`src/rtl/io_bridge.sv`:
```
// io_bridge: decodes CPU byte accesses into RAM or memory-mapped UART/counter I/O,
// buffers TX/RX bytes in FIFOs and throttles the CPU through cpu_rdy_o.

module io_bridge_fifo #(
    parameter int AW = 4,
    parameter int DW = 8
) (
    input  logic          i_clk,
    input  logic          i_rst,
    input  logic          i_push,
    input  logic [DW-1:0] i_push_data,
    input  logic          i_pop,
    output logic [DW-1:0] o_head,
    output logic          o_empty,
    output logic          o_full,
    output logic [AW:0]   o_count_next
);
    localparam int DEPTH = 1 << AW;
    localparam int CW    = AW + 1;

    logic [DW-1:0] r_mem [DEPTH];
    logic [AW-1:0] r_wr_ptr;
    logic [AW-1:0] r_rd_ptr;
    logic [CW-1:0] r_count;
    logic          w_do_push;
    logic          w_do_pop;
    logic [CW-1:0] w_count_next;

    assign o_empty      = (r_count == '0);
    assign o_full       = (r_count == CW'(DEPTH));
    assign w_do_push    = i_push & ~o_full;
    assign w_do_pop     = i_pop & ~o_empty;
    assign w_count_next = r_count + CW'(w_do_push) - CW'(w_do_pop);
    assign o_count_next = w_count_next;
    assign o_head       = o_empty ? '0 : r_mem[r_rd_ptr];

    // NOTE: sequential state uses non-blocking assignments so every register samples pre-edge values.
    always_ff @(posedge i_clk or posedge i_rst) begin
        if (i_rst) begin
            r_wr_ptr <= '0;
            r_rd_ptr <= '0;
            r_count  <= '0;
        end else begin
            if (w_do_push) begin
                r_wr_ptr <= r_wr_ptr + AW'(1);
            end
            if (w_do_pop) begin
                r_rd_ptr <= r_rd_ptr + AW'(1);
            end
            r_count <= w_count_next;
        end
    end

    // NOTE: storage has no reset; the count gates every read, so stale contents are never observed.
    always_ff @(posedge i_clk) begin
        if (w_do_push) begin
            r_mem[r_wr_ptr] <= i_push_data;
        end
    end
endmodule

module io_bridge #(
    parameter int RAM_AW  = 17,
    parameter int FIFO_AW = 4
) (
    input  logic              clk_in,
    input  logic              rst_in,
    input  logic [31:0]       cpu_mem_a,
    input  logic [7:0]        cpu_mem_dout,
    input  logic              cpu_mem_wr,
    output logic [7:0]        cpu_mem_din,
    output logic              cpu_rdy_o,
    output logic [RAM_AW-1:0] ram_a,
    output logic [7:0]        ram_dout,
    output logic              ram_we,
    input  logic [7:0]        ram_din,
    output logic [7:0]        tx_data,
    output logic              tx_valid,
    input  logic              tx_ready,
    input  logic [7:0]        rx_data,
    input  logic              rx_valid,
    output logic              rx_ready,
    output logic              prog_done
);
    localparam int DEPTH = 1 << FIFO_AW;
    localparam int CW    = FIFO_AW + 1;

    logic          w_io_sel;
    logic [15:0]   w_io_off;
    logic          w_acc;
    logic          w_io_wr;
    logic          w_io_rd;
    logic          w_tx_push;
    logic [7:0]    w_tx_push_data;
    logic          w_tx_pop;
    logic [7:0]    w_tx_head;
    logic          w_tx_empty;
    logic [CW-1:0] w_tx_count_next;
    logic          w_rx_push;
    logic          w_rx_pop;
    logic [7:0]    w_rx_head;
    logic          w_rx_full;
    logic [7:0]    w_io_rdata;
    logic          w_unused_addr;
    logic          w_unused_tx_full;
    logic          w_unused_rx_empty;
    logic [CW-1:0] w_unused_rx_count_next;

    logic          r_sel_q;
    logic [7:0]    r_io_rdata;
    logic          r_rdy;
    logic [31:0]   r_counter;
    logic [31:0]   r_snap;
    logic          r_prog_done;

    assign w_io_sel      = (cpu_mem_a[17:16] == 2'b11);
    assign w_io_off      = cpu_mem_a[15:0];
    assign w_unused_addr = ^cpu_mem_a[31:18];

    // Reset forces acc low so nothing leaks out while the bridge is being flushed.
    assign w_acc   = r_rdy & ~rst_in;
    assign w_io_wr = w_acc & w_io_sel & cpu_mem_wr;
    assign w_io_rd = w_acc & w_io_sel & ~cpu_mem_wr;

    assign ram_a    = cpu_mem_a[RAM_AW-1:0];
    assign ram_dout = cpu_mem_dout;
    assign ram_we   = cpu_mem_wr & ~w_io_sel & w_acc;

    assign w_tx_push      = w_io_wr & (((w_io_off == 16'h0000) & (cpu_mem_dout != 8'h00))
                                       | (w_io_off == 16'h0004));
    assign w_tx_push_data = (w_io_off == 16'h0004) ? 8'h00 : cpu_mem_dout;
    assign w_tx_pop       = tx_valid & tx_ready;

    assign w_rx_push = rx_valid & rx_ready;
    assign w_rx_pop  = w_io_rd & (w_io_off == 16'h0000);

    io_bridge_fifo #(.AW(FIFO_AW), .DW(8)) u_tx_fifo (
        .i_clk        (clk_in),
        .i_rst        (rst_in),
        .i_push       (w_tx_push),
        .i_push_data  (w_tx_push_data),
        .i_pop        (w_tx_pop),
        .o_head       (w_tx_head),
        .o_empty      (w_tx_empty),
        .o_full       (w_unused_tx_full),
        .o_count_next (w_tx_count_next)
    );

    io_bridge_fifo #(.AW(FIFO_AW), .DW(8)) u_rx_fifo (
        .i_clk        (clk_in),
        .i_rst        (rst_in),
        .i_push       (w_rx_push),
        .i_push_data  (rx_data),
        .i_pop        (w_rx_pop),
        .o_head       (w_rx_head),
        .o_empty      (w_unused_rx_empty),
        .o_full       (w_rx_full),
        .o_count_next (w_unused_rx_count_next)
    );

    assign tx_data  = w_tx_head;
    assign tx_valid = ~w_tx_empty;
    assign rx_ready = ~w_rx_full;

    // NOTE: default assignment first keeps this always_comb free of inferred latches.
    always_comb begin
        w_io_rdata = 8'h00;
        if (!cpu_mem_wr) begin
            case (w_io_off)
                16'h0000: w_io_rdata = w_rx_head;
                16'h0004: w_io_rdata = r_counter[7:0];
                16'h0005: w_io_rdata = r_snap[15:8];
                16'h0006: w_io_rdata = r_snap[23:16];
                16'h0007: w_io_rdata = r_snap[31:24];
                default:  w_io_rdata = 8'h00;
            endcase
        end
    end

    always_ff @(posedge clk_in or posedge rst_in) begin
        if (rst_in) begin
            r_sel_q     <= 1'b1;
            r_io_rdata  <= 8'h00;
            r_rdy       <= 1'b1;
            r_counter   <= 32'd0;
            r_snap      <= 32'd0;
            r_prog_done <= 1'b0;
        end else begin
            r_sel_q    <= w_io_sel;
            r_io_rdata <= w_io_rdata;
            // One push per cycle at most, so a write landing as rdy falls still fits.
            r_rdy      <= (w_tx_count_next < CW'(DEPTH - 1));
            r_counter  <= r_counter + 32'd1;
            if (w_io_rd && (w_io_off == 16'h0004)) begin
                r_snap <= r_counter;
            end
            if (w_io_wr && (w_io_off == 16'h0004)) begin
                r_prog_done <= 1'b1;
            end
        end
    end

    assign cpu_mem_din = r_sel_q ? r_io_rdata : ram_din;
    assign cpu_rdy_o   = r_rdy;
    assign prog_done   = r_prog_done;
endmodule

```
`config.mk`:
```
export PLATFORM = sky130hd
export DESIGN_NAME = io_bridge
export DESIGN_NICKNAME = d
export VERILOG_FILES = /design/src/rtl/io_bridge.sv
export SDC_FILE = /design/constraint.sdc
export NUM_CORES = 1
export LEC_CHECK = 0
export BUFFER_PORTS_ARGS = -buffer_cell sky130_fd_sc_hd__buf_2
export CAP_MARGIN = 20
export CORE_ASPECT_RATIO = 1.2
export CORE_MARGIN = 2
export CORE_UTILIZATION = 65
export CTS_CLUSTER_SIZE = 8
export DETAILED_ROUTE_END_ITERATION = 12
export GPL_ROUTABILITY_DRIVEN = 0
export GPL_TIMING_DRIVEN = 0
export PLACE_DENSITY = 0.86
export SLEW_MARGIN = 5
export SYNTH_ARGS = -nofsm -noshare
export SYNTH_HDL_FRONTEND = slang
export SYNTH_SLANG_ARGS = --single-unit
```
`constraint.sdc`:
```
create_clock -name clk_in -period 5.8 [get_ports clk_in]
set_clock_uncertainty 0.05 [all_clocks]
set_input_delay 0.87 -clock clk_in [delete_from_list [all_inputs] [get_ports clk_in]]
set_output_delay 0.87 -clock clk_in [all_outputs]
set_load 0.005 [all_outputs]
```
# Yosys cells after proc, flatten, opt, wreduce, memory -nomap -nowiden

Memory sizes are Yosys's and may differ from the RTL's.
Index checks and enable logic that the tools add are counted.

Flip-flop bits (word level): 101
Bits in latches: 0
RAM bits: 256
ROM bits: 0
Output and inout bits: 46
Memories kept: 2

Memories:

| name            | depth | bits a word | read ports | clocked after memory_dff | write ports | line | source |
|---|---|---|---|---|---|---|---|
| u_rx_fifo.r_mem | 16    | 8           | 1          | 0                        | 1           | 21   | `logic [DW-1:0] r_mem [DEPTH];` |
| u_tx_fifo.r_mem | 16    | 8           | 1          | 0                        | 1           | 21   |  |

Add/sub/neg operators: 9
$mul: 0
Divide/modulo/power cells: 0
$lt $le $gt $ge: 1
Equal/unequal tests: 7
Shift operators: 0
Multiplexer cells: 10
Bitwise logic cells: 23
Reduce and logical (&&, ||, !) cells: 6

Operators with widths:

| cell                                                                         | count |
|---|---|
| 16-bit by 3-bit == test with 1-bit output, second input constant             | 4 |
| 8-bit 2-to-1 mux                                                             | 5 |
| 8-bit one-hot mux with 5 select lines                                        | 1 |
| 32-bit by 1-bit adder with 32-bit output, second input constant              | 1 |
| 4-bit by 1-bit adder with 4-bit output, second input constant                | 4 |
| 16-bit zero test                                                             | 1 |
| 1-bit bitwise AND                                                            | 15 |
| 5-bit by 1-bit adder with 5-bit output                                       | 2 |
| 5-bit == test, second input constant                                         | 2 |
| 5-bit zero test                                                              | 2 |
| 5-bit by 1-bit subtractor with 5-bit output                                  | 2 |
| 8-bit nonzero test                                                           | 1 |
| 1-bit NOT                                                                    | 7 |
| 5-bit by 4-bit less-than comparator with 1-bit output, second input constant | 1 |
| 1-bit 2-to-1 mux                                                             | 4 |
| 2-bit == test, second input constant                                         | 1 |
| 1-bit logical AND                                                            | 2 |
| 1-bit bitwise OR                                                             | 1 |

# Depth between registers and ports, before layout

Depth in word-level cells: 9
Depth in mapped cells: 15
Depth with buffers taken out: 15

# By module

Synthesis repeated with hierarchy kept, for this count alone.

Cell total of the unflattened synthesis: 864
Area total of the unflattened synthesis: 15,039.4 µm²

Modules (own cells, without submodules):

| module         | times used | cells an instance | area an instance (µm²) | sequential area each (µm²) |
|---|---|---|---|---|
| io_bridge_fifo | 2          | 291               | 5,825.6                | 4,169.0 |
| io_bridge      | 1          | 282               | 3,388.2                | 1,679.1 |

# Worst setup path after synthesis

OpenSTA, ideal clock, no wires.

Kind: in2reg
Start point: in cpu_mem_a[3]
End point: mem u_tx_fifo.r_mem[0][0] (enable)
Arrival: 2.977 ns
Data required time: 5.355 ns
Setup slack: 2.378 ns
Cell stages on the path: 5
Cell sequence: or4_1 > buf_2 > nor4_2 > nand4b_2 > nor4_1

Cells in the longest elaborated chain, start to end: 7
Elaborated cells on any way between the ends: 8
Classes of those cells: eq/ne (1); mux (2); bitwise (4); reduce/logical (1)

RTL lines:

| what                                       | line | source |
|---|---|---|
| from (decl)                                | 68   | `input logic [31:0] cpu_mem_a,` |
| 16-bit zero test                           | 129  | `assign w_tx_push = w_io_wr & (((w_io_off == 16'h0000) & (cpu_mem_dout != 8'h00))` |
| 1-bit bitwise AND                          | 129  |  |
| 1-bit bitwise OR (*)                       | 130  | `\| (w_io_off == 16'h0004));` |
| 1-bit bitwise AND (*)                      | 129  |  |
| 1-bit bitwise AND (*)                      | 31   | `assign w_do_push = i_push & ~o_full;` |
| 1-bit 2-to-1 mux (*)                       | 56   | `if (w_do_push) begin` |
| 1-bit 2-to-1 mux (not written as such) (*) | 57   | `r_mem[r_wr_ptr] <= i_push_data;` |
| to (decl)                                  | 21   |  |

Every way passes the cells marked *; elsewhere a longest branch is shown, timed or not.

# Final worst setup path

Start point: reg u_tx_fifo.r_rd_ptr[0]
End point: out tx_data[6]

Cells in the longest elaborated chain, start to end: 2

RTL lines:

| what                   | line | source |
|---|---|---|
| from (decl)            | 23   | `logic [AW-1:0] r_rd_ptr;` |
| from (signal assigned) | 48   | `r_rd_ptr <= r_rd_ptr + AW'(1);` |
| memory 16 x 8 bit      | --   |  |
| 8-bit 2-to-1 mux       | 35   | `assign o_head = o_empty ? '0 : r_mem[r_rd_ptr];` |
| to (decl)              | 77   | `output logic [7:0] tx_data,` |

Every way passes these cells.

==> results.py <==
metrics = {
    "cells_and_area": {
        "final_cell_mix": "edfxtp_1 (256), buf_2 (107), dfrtp_1 (91)",
        "n_fill_cell": 1185,
        "seqCellArea_um2": 10020,
        "drive_gt1_share_pct": 30.75,
        "layout_commonest_cell": "edfxtp_1",
        "fin_util_pct": 76.95,
        "antenna_cells": 0,
        "area_growth_pct": 16.89,
        "fin_area_um2": 17220,
        "nets": 1095,
        "multi_input_comb_area_um2": 4263,
    },
    "clock_tree": {
        "htree_levels": 2,
        "cts_sinks": 349,
        "clk_latency_ns": 0.55,
        "ctsHoldBuffers": 0,
        "clock-root-buffer": "clkbuf_16",
        "cts.clk_slew.worst_paths_ns": 0.05,
        "cts.repair.resized": 0,
        "cts_setup_buffers": 0,
        "clockBufferDepth": 3,
        "cts_made_buffers": 49,
        "cts_tree": "yes",
    },
    "placed_design": {
        "post_dp_cell_area_um2": 15730,
        "hpwl_um": 20420,
        "io_buffer_count": 90,
    },
    "synth": {
        "ys_seq_area_share_pct": 68.01,
        "ys_seq_elements": 349,
        "synth_warnings": 0,
        "synth_top_area_share_pct": 52.20,
        "synth_edf_count": 256,
        "synth-main-ff-cell": "edfxtp_1",
        "syn_nets": 926,
        "yosysTopAreaCell": "edfxtp_1",
        "synth_area_leaders": "edfxtp_1 (52%), dfrtp_1 (15%), mux4_2 (11%)",
        "syn_avg_cell_area_um2": 17.53,
        "syn_area_um2": 14730,
        "synthArstFlopShare_pct": 26.65,
        "synthCells": 840,
        "synth.distinct_cells": 56,
    },
    "drt": {
        "drc": 0,
        "wirelength_um": 32350,
        "ant_nets": 0,
        "vias": 8404,
        "drt_first_pass_iters": 5,
        "via_per_inst": 6.352,
        "drt_iter0_markers": 827,
        "wl_per_cell_um": 24.45,
    },
    "critical_path": {
        "worstPathMaxFanout": 10,
        "endpoint_kind": "output port",
        "crit_required_ns": 4.88,
        "crit_chain": "buf_2 -> buf_1 -> mux4_2 -> mux2i_1 -> o22ai_1 -> buf_2",
        "critPathCapture": "tx_data[6]",
        "crit_path_start_kind": "register",
        "worstPathArrival_ns": 2.81,
        "worst-setup-path-type": "register to output port",
        "r2r_end": "cpu_rdy_o",
        "cpPeakStageDelay_ns": 0.64,
        "ff2ff_setup_slack_ns": 2.31,
        "r2r_start": "u_tx_fifo.r_count[3]",
        "crit_start": "u_tx_fifo.r_rd_ptr[0]",
        "rr_worst_depth": 13,
        "crit_top_cell": "buf_2",
        "slowest_stage": "buf_1",
    },
    "global_route": {
        "antenna_found_initial": 0,
        "grt_max_degree": 64,
        "grt_pass1_wl_um": 49590,
        "grt_pass1_vias": 8611,
        "grtUsageTotal_pct": 27.82,
        "overflow": 0,
    },
    "floorplan": {
        "fp.dieArea_um2": 23880,
        "dieWidth_um": 141.4,
        "start_util_pct": 65.83,
        "io_pins": 107,
        "die_y_um": 168.9,
        "coreArea_um2": 22370,
        "rows": 60,
    },
    "min_path": {
        "hold_path_class": "input port to async pin",
    },
    "power_and_ir_drop": {
        "peakVddDrop_mv": 0.4161,
        "p_per_area_nw_per_um2": 397.2,
        "leakagePower_nw": 6.509,
    },
    "sta": {
        "rsz0062_at_grt": "no",
        "drv_slew": 0,
        "finalSetupViolations": 0,
        "relSlewSlack_pct": 25.69,
        "hold_viol_final": 0,
        "finalCritPeriodShare_pct": 64.30,
        "min_period_ns": 3.729,
        "setup_tns_ns": 0,
        "max_freq_ghz": 0.2681,
        "tightest_slew_ns": 1.112,
    },
    "status": {
        "status": "completed",
    },
    "flow_run": {
        "cap_violations": 0,
    },
}
## sequential cells by signal, summed over array words and instances (netlist names), 5 cells and up
name,cells
r_snap,24
u_tx_fifo.r_count,5
r_io_rdata,8
r_counter,32
u_rx_fifo.r_mem,128
u_tx_fifo.r_mem,128
u_rx_fifo.r_count,5
## metrics by stage
step	hold slack [ns]	setup WS, ns	power [mW]	cells
2_1_floorplan	0.3902	2.378	3.856	840
3_3_place_gp	0.4022	1.310	4.182	1209
3_5_place_dp	0.4091	1.687	4.243	1228
4_1_cts	0.3029	1.991	6.865	1314
5_1_grt	0.3258	1.872	7.087	1323
6_report	0.3055	2.071	6.837	1323
## kinds of logic (layout without fill, tap and decap cells)
family | Yosys count | after routing | synth area share [%]
multiplexers | 123 | 123 | 14.77
AO/OA/AOI/OAI | 43 | 43 | 2.056
XOR/XNOR | 50 | 50 | 2.973
adder cells (fa/ha/maj) | 25 | 25 | 2.226
buffers and inverters | 98 | 302 | 3.415
AND/OR/NAND/NOR | 152 | 152 | 6.541
flip-flops | 349 | 349 | 68.01
## layer usage
metal	share of wire (%)	vias to the layer above	GRT usage [%]
met5	0	-	0
met2	54	344	48.56
met3	5.2	77	3.791
met1	38	4386	35.82
met4	3.3	0	11.04
li1	-	3597	-
## how the worst min path moves through the flow
stage,startpoint,end,slack [ns],cells after the start
6_report,rst_in,u_tx_fifo.r_count[0],0.31,2
5_1_grt,rst_in,u_tx_fifo.r_count[0],0.33,2
4_1_cts,rst_in,u_tx_fifo.r_count[0],0.30,2
3_5_place_dp,prog_done,prog_done,0.41,1
3_3_place_gp,prog_done,prog_done,0.40,1
2_1_floorplan,r_counter[31],r_counter[31],0.39,1
## worst max-delay path: cells and delay by family, from the launching register on
family | cells | cell delay [ns]
compound gates | 1 | 0.12
buf+inv | 3 | 1.03
flops | 1 | 0.34
mux | 2 | 0.78
## report_power, final
part | switching, mW | leakage (nW) | internal (mW)
logic | 0.703 | 2.29 | 0.588
clock network | 1.01 | 0.676 | 1.60
registers | 0.0766 | 3.54 | 2.86
## synthesized netlist by cell type, types with 16 or more instances
cell / number
dfrtp_1: 91
inv_1: 34
mux2i_1: 16
mux4_2: 72
buf_4: 27
clkbuf_1: 17
ha_1: 23
mux2_1: 20
edfxtp_1: 256
nand3_1: 27
xnor2_1: 37
nor3_1: 16
## final cells by class
| cell class | count | area share (%) |
|---|---|---|
| clock inverter | 3 | 0.2398 |
| tap | 279 | 2.028 |
| inverter | 35 | 0.7777 |
| sequential | 349 | 58.19 |
| buffer | 63 | 2.159 |
| timing repair buffer | 118 | 3.859 |
| multi-input combinational | 393 | 24.76 |
| clock buffer | 83 | 7.987 |
Power figures use the tool's default switching activity.
